## src/rtl/du_pkg.sv

```systemverilog
// Shared encodings for the debug-unit dump sequencer: FSM states, dump
// segments and the byte-per-word geometry of the serialiser.
package du_pkg;

  localparam int STATE_W        = 4;
  localparam int BYTES_PER_WORD = 4;
  localparam int BCNT_W         = 2;

  typedef enum logic [STATE_W-1:0] {
    ST_IDLE    = 4'd0,
    ST_ADDR    = 4'd1,
    ST_WAIT    = 4'd2,
    ST_LATCH   = 4'd3,
    ST_SEND    = 4'd4,
    ST_WAIT_TX = 4'd5,
    ST_DONE    = 4'd6
  } state_t;

  typedef enum logic [1:0] {
    SEG_PC = 2'd0,
    SEG_RB = 2'd1,
    SEG_DM = 2'd2
  } seg_t;

  function automatic int max_int(input int a, input int b);
    return (a > b) ? a : b;
  endfunction

  // Width of an index that must reach n-1; never narrower than one bit.
  function automatic int idx_width(input int n);
    return (n > 1) ? $clog2(n) : 1;
  endfunction

endpackage

```

## src/rtl/word_serializer.sv

```systemverilog
// Word-to-byte serialiser: loads a word, presents its top byte, and shifts
// left one byte per request while counting the bytes already consumed.
module word_serializer
  import du_pkg::*;
#(
  parameter int W = 32,
  parameter int B = 8
) (
  input  logic         clock,
  input  logic         rst_n,
  input  logic         load,
  input  logic [W-1:0] word,
  input  logic         shift,
  output logic [B-1:0] data_byte,
  output logic         last
);

  logic [W-1:0]      shreg;
  logic [BCNT_W-1:0] cnt;

  always_ff @(posedge clock or negedge rst_n) begin
    if (!rst_n) begin
      shreg <= '0;
      cnt   <= '0;
    end else if (load) begin
      shreg <= word;
      cnt   <= '0;
    end else if (shift) begin
      shreg <= shreg << B;
      cnt   <= cnt + 1'b1;
    end
  end

  assign data_byte = shreg[W-1 -: B];
  // High while the byte on data_byte is the final one of the word.
  assign last      = (cnt == BCNT_W'(BYTES_PER_WORD - 1));

endmodule

```

## src/rtl/du_dump_sequencer.sv

```systemverilog
// Debug dump sequencer: on a start pulse streams PC, register bank and data
// memory to the UART, four bytes per word, MSB first.
module du_dump_sequencer
  import du_pkg::*;
#(
  parameter int BYTE        = 8,
  parameter int DWORD       = 32,
  parameter int RB_ADDR     = 5,
  parameter int DM_ADDR     = 5,
  parameter int NB_RB_WORDS = 32,
  parameter int NB_DM_WORDS = 32,
  parameter int NB_STATE    = 4
) (
  input  logic                i_clock,
  input  logic                i_reset,
  input  logic                i_start,
  input  logic                i_tx_done,
  input  logic [DWORD-1:0]    i_pc_value,
  input  logic [DWORD-1:0]    i_rb_data,
  input  logic [DWORD-1:0]    i_dm_data,
  output logic [RB_ADDR-1:0]  o_rb_addr,
  output logic                o_rb_read_enable,
  output logic [DM_ADDR-1:0]  o_dm_addr,
  output logic                o_dm_read_enable,
  output logic                o_dm_du_flag,
  output logic [BYTE-1:0]     o_tx_data,
  output logic                o_tx_start,
  output logic                o_busy,
  output logic                o_done,
  output logic [NB_STATE-1:0] o_state
);

  localparam int IDX_W = idx_width(max_int(NB_RB_WORDS, NB_DM_WORDS));
  localparam logic [IDX_W-1:0] RB_LAST = IDX_W'(NB_RB_WORDS - 1);
  localparam logic [IDX_W-1:0] DM_LAST = IDX_W'(NB_DM_WORDS - 1);

  state_t           state, state_next;
  seg_t             seg, seg_next;
  logic [IDX_W-1:0] index, index_next;

  logic             load;
  logic             shift;
  logic             last_byte;
  logic             reading;
  logic [DWORD-1:0] capture_word;
  logic [BYTE-1:0]  tx_byte;

  // Handshake: o_tx_start is a one-cycle request in SEND; the transmitter
  // answers with a one-cycle i_tx_done, which only WAIT_TX consumes.
  always_ff @(posedge i_clock or negedge i_reset) begin
    if (!i_reset) begin
      state <= ST_IDLE;
      seg   <= SEG_PC;
      index <= '0;
    end else begin
      state <= state_next;
      seg   <= seg_next;
      index <= index_next;
    end
  end

  always_comb begin
    state_next = state;
    seg_next   = seg;
    index_next = index;
    load       = 1'b0;
    shift      = 1'b0;
    case (state)
      ST_IDLE: begin
        if (i_start) begin
          state_next = ST_ADDR;
          seg_next   = SEG_PC;
          index_next = '0;
        end
      end
      // The PC is a live register value, so it needs no read latency.
      ST_ADDR:  state_next = (seg == SEG_PC) ? ST_LATCH : ST_WAIT;
      ST_WAIT:  state_next = ST_LATCH;
      ST_LATCH: begin
        load       = 1'b1;
        state_next = ST_SEND;
      end
      ST_SEND:  state_next = ST_WAIT_TX;
      ST_WAIT_TX: begin
        if (i_tx_done) begin
          shift = 1'b1;
          if (!last_byte) begin
            state_next = ST_SEND;
          end else begin
            state_next = ST_ADDR;
            index_next = index + 1'b1;
            case (seg)
              SEG_PC: begin
                seg_next   = SEG_RB;
                index_next = '0;
              end
              SEG_RB: begin
                if (index == RB_LAST) begin
                  seg_next   = SEG_DM;
                  index_next = '0;
                end
              end
              SEG_DM: begin
                if (index == DM_LAST) begin
                  state_next = ST_DONE;
                  index_next = '0;
                end
              end
              default: state_next = ST_IDLE;
            endcase
          end
        end
      end
      ST_DONE: begin
        state_next = ST_IDLE;
        seg_next   = SEG_PC;
        index_next = '0;
      end
      default: state_next = ST_IDLE;
    endcase
  end

  always_comb begin
    capture_word = '0;
    case (seg)
      SEG_PC:  capture_word = i_pc_value;
      SEG_RB:  capture_word = i_rb_data;
      SEG_DM:  capture_word = i_dm_data;
      default: capture_word = '0;
    endcase
  end

  word_serializer #(
    .W (DWORD),
    .B (BYTE)
  ) u_serializer (
    .clock     (i_clock),
    .rst_n     (i_reset),
    .load      (load),
    .word      (capture_word),
    .shift     (shift),
    .data_byte (tx_byte),
    .last      (last_byte)
  );

  // Addresses and strobes are only exposed in ADDR/WAIT so the datapath
  // sees a quiet bus whenever no read is in flight.
  assign reading          = (state == ST_ADDR) || (state == ST_WAIT);
  assign o_rb_read_enable = reading && (seg == SEG_RB);
  assign o_dm_read_enable = reading && (seg == SEG_DM);
  assign o_rb_addr        = o_rb_read_enable ? RB_ADDR'(index) : '0;
  assign o_dm_addr        = o_dm_read_enable ? DM_ADDR'(index) : '0;
  assign o_dm_du_flag     = (seg == SEG_DM) && (state != ST_IDLE) && (state != ST_DONE);
  assign o_tx_data        = tx_byte;
  assign o_tx_start       = (state == ST_SEND);
  assign o_busy           = (state != ST_IDLE) && (state != ST_DONE);
  assign o_done           = (state == ST_DONE);
  assign o_state          = NB_STATE'(state);

endmodule

```

## config.mk

```make
export PLATFORM = sky130hd
export DESIGN_NAME = du_dump_sequencer
export DESIGN_NICKNAME = d
export VERILOG_FILES = /design/src/rtl/du_pkg.sv /design/src/rtl/word_serializer.sv /design/src/rtl/du_dump_sequencer.sv
export SDC_FILE = /design/constraint.sdc
export NUM_CORES = 1
export LEC_CHECK = 0
export CAP_MARGIN = 20
export CORE_UTILIZATION = 41
export CTS_CLUSTER_SIZE = 8
export DETAILED_ROUTE_END_ITERATION = 8
export HOLD_SLACK_MARGIN = 0.03
export MAX_ROUTING_LAYER = met4
export PLACE_DENSITY = 0.86
export REMOVE_ABC_BUFFERS = 1
export SLEW_MARGIN = 5
export SYNTH_ARGS = -nofsm -noshare
export SYNTH_HDL_FRONTEND = slang
export SYNTH_SLANG_ARGS = --single-unit
export TNS_END_PERCENT = 1
```

## constraint.sdc

```tcl
create_clock -name i_clock -period 2.5 [get_ports i_clock]
set_input_delay 0.5 -clock i_clock [delete_from_list [all_inputs] [get_ports i_clock]]
set_output_delay 0.5 -clock i_clock [all_outputs]
set_load 0.005 [all_outputs]
```

==> run metrics <==
syn avg cell area=8.50 um^2; Slew headroom=53.6%; Die Ht=82.7 um; Cell Area, Placed=between 3000 and 4000 um^2; top cells by count, synth=44 x dfrtp_1, 44 x nand2_1, 34 x o21ai_0; CP max stage delay=between 0.4 and 0.5 ns; WP buf/inv=3; Area contributors post-synth=dfrtp_1 41%, a222oi_1 12%, o21ai_0 6.4%, nand2_1 6.2%, a21oi_1 6.0%; #FFs+latches synth=44; post-synth top area share=a little over 40%; final worst slack=0.0611 ns; fill cell count=about 540; Placer Congestion=0.823; Clk Latency, worst-skew pair=about 0.3 ns; pin count of the biggest net entering global routing=57; critical path, cell by cell=inv_2, ha_2, inv_2, nor3_4, and2_1, clkdlybuf4s50_1; slowest stage cell, crit path=clkdlybuf4s50_1; CTS Buffer Depth=2; clock sink count=between 40 and 50; Seq/Total Area, Yosys=about two fifths; DR DRC count=0; die width=approximately 83 um; Sequential Area=~1100 um^2; most numerous cell on the critical path=inv_2; hold crit path type=in -> async; Final setup viols=0; synthesized cell area=between 2000 and 3000 um^2; Static Leak=1.76 nW; vias in the first global route=2557; ant diodes=0; CP endpoint kind=primary output; final critical-path required period=~2.4 ns; Layout area overhead=54.3%; fin nets=536; GR Overflow Total=0; gr usage total=between 20 and 25%; die area=between 6000 and 7000 um^2; Clk pin slew, worst setup/hold paths=0.09 ns; final hold violations=0; Syn Inst Count=between 300 and 400; multi-input logic area=between 1000 and 1500 um^2; routed len/inst=about 16 um; Slew @ Worst Pin=~0.70 ns; pre-CTS setup slack=around 0.28 ns; final period utilization=a little over nine tenths; Avg Vias per Cell=5.63; CP Max Fanout=5; Row Count=29; Initial Util=approximately 42%; count of cell types in the netlist=38; Detail Placement HPWL=around 5.7 mm; kind of critical path=reg -> out; Detailed Route Iter0 Violations=~190; power density over cell area=919 nW/um^2; EDFF count, synth=0; FMAX=410 MHz; CTS buffer count=5; TritonCTS clock tree=built; Peak VDD IR=around 0.64 mV; CP Launch Type=register; CP top delay family=buffers and inverters; CTS H-tree lvls=2; initial antenna violation count=0; Most used DFF post-synth=dfrtp_1; share of cells above drive strength 1=roughly 8.8%; final wirelength=~7.9 mm; Layout Skew=0.0132 ns; Via Count=2854; hold_buf cts=0; clock root cell=clkbuf_8; first-pass GRT wire length=roughly 12 mm; Worst EP required=about 2.0 ns; drt first pass iters=7; design area=4120 um^2; PortBufs=roughly 130; run status=complete, no violations; Synth area leader=dfrtp_1; # Max-Cap Violations=0; Placeable Area=6310 um^2; Routed Antenna Nets=0; Synth warnings=0; num ports=~130; async set or reset register ratio after synthesis=100%; final slew viol count=0; arrival time worst endpoint=roughly 1.9 ns; RSZ-0062 raised after global routing=yes
[final timing paths]
path	from	to	slack, ns	cells past startpoint
worst max register to register	seg[0]	o_state[0]	0.48	7
worst min register to register	u_serializer.shreg[30]	u_serializer.shreg[30]	0.49	2
max in group asynchronous	i_reset	u_serializer.shreg[21]	1.65	2
min in group i_clock	u_serializer.shreg[30]	u_serializer.shreg[30]	0.49	2
worst min-delay path	i_reset	index[3]	0.24	1
worst max-delay path	seg[1]	o_rb_addr[1]	0.06	6
[power breakdown]
group	leakage [nW]	switching [W]	internal [W]
Sequential	0.576	0.000179	0.000962
Combinational	1.13	0.00118	0.000999
Clock	0.0510	0.000241	0.000221
Total	1.76	0.00160	0.00218
[per-stage QoR]
step | instances | hold WS [ns] | setup TNS [ns] | utilization [%] | power, W
finish | 507 | 0.243 | 0 | 65.3 | 0.00379
global route | 507 | 0.288 | -0.0693 | 65.3 | 0.00411
CTS | 505 | 0.259 | 0 | 64.6 | 0.00373
detailed placement | 497 | 0.471 | 0 | 63.2 | 0.00326
global placement | 497 | 0.462 | 0 | 63.2 | 0.00318
floorplan | 278 | 0.204 | -9.19 | - | 0.00230
[layout make-up]
type | instances | share of cell area, %
sequential | 44 | 26.8
multi-input combinational | 227 | 33.9
inverter | 7 | 0.638
timing repair buffer | 144 | 34.1
tap | 77 | 2.34
clock inverter | 2 | 0.243
clock buffer | 6 | 2.00
[state kept, by name (all words and copies together), names as in the netlist]
signal              cells
u_serializer.shreg     32
seg                     2
o_state                 3
index                   5
u_serializer.cnt        2
[placed cells by master, fill, tap and decap left out, drive strengths merged, types with 3 or more instances in the layout]
cell type	count
clkdlybuf4s50	124
nand2	44
dfrtp	44
o21ai	38
a222oi	32
a21oi	32
nor2	28
buf	19
inv	7
ha	7
and3	6
clkbuf	6
nand2b	5
and2	5
nor2b	3
nand3	3
[layer usage]
| metal | track usage (%) | vias up | routed length [um] |
|---|---|---|---|
| li1 | - | 1384 | - |
| met1 | 27.4 | 1362 | 3160 |
| met2 | 40.7 | 104 | 4110 |
| met3 | 3.74 | 4 | 622 |
| met4 | 3.97 | 0 | 32 |
| met5 | - | - | 0 |
[cells by family after synthesis]
| group | count (synthesis) | synth area share (%) |
|---|---|---|
| buf+inv | 43 | 7.69 |
| compound gates | 112 | 28.3 |
| fa+ha+maj | 7 | 3.28 |
| other cells | 1 | 0.140 |
| mux | 1 | 0.375 |
| flops | 44 | 41.2 |
| simple gates | 104 | 18.3 |
| xor+xnor | 2 | 0.656 |
[timing repair]
action / CTS / global route
endpoints found under the hold margin: 0 / 0
setup endpoints to repair: 10 / 11
gates resized for setup: 2 / 7
pin swaps: 1 / 1
buffers inserted: 0 / 2
Power figures use the tool's default switching activity.
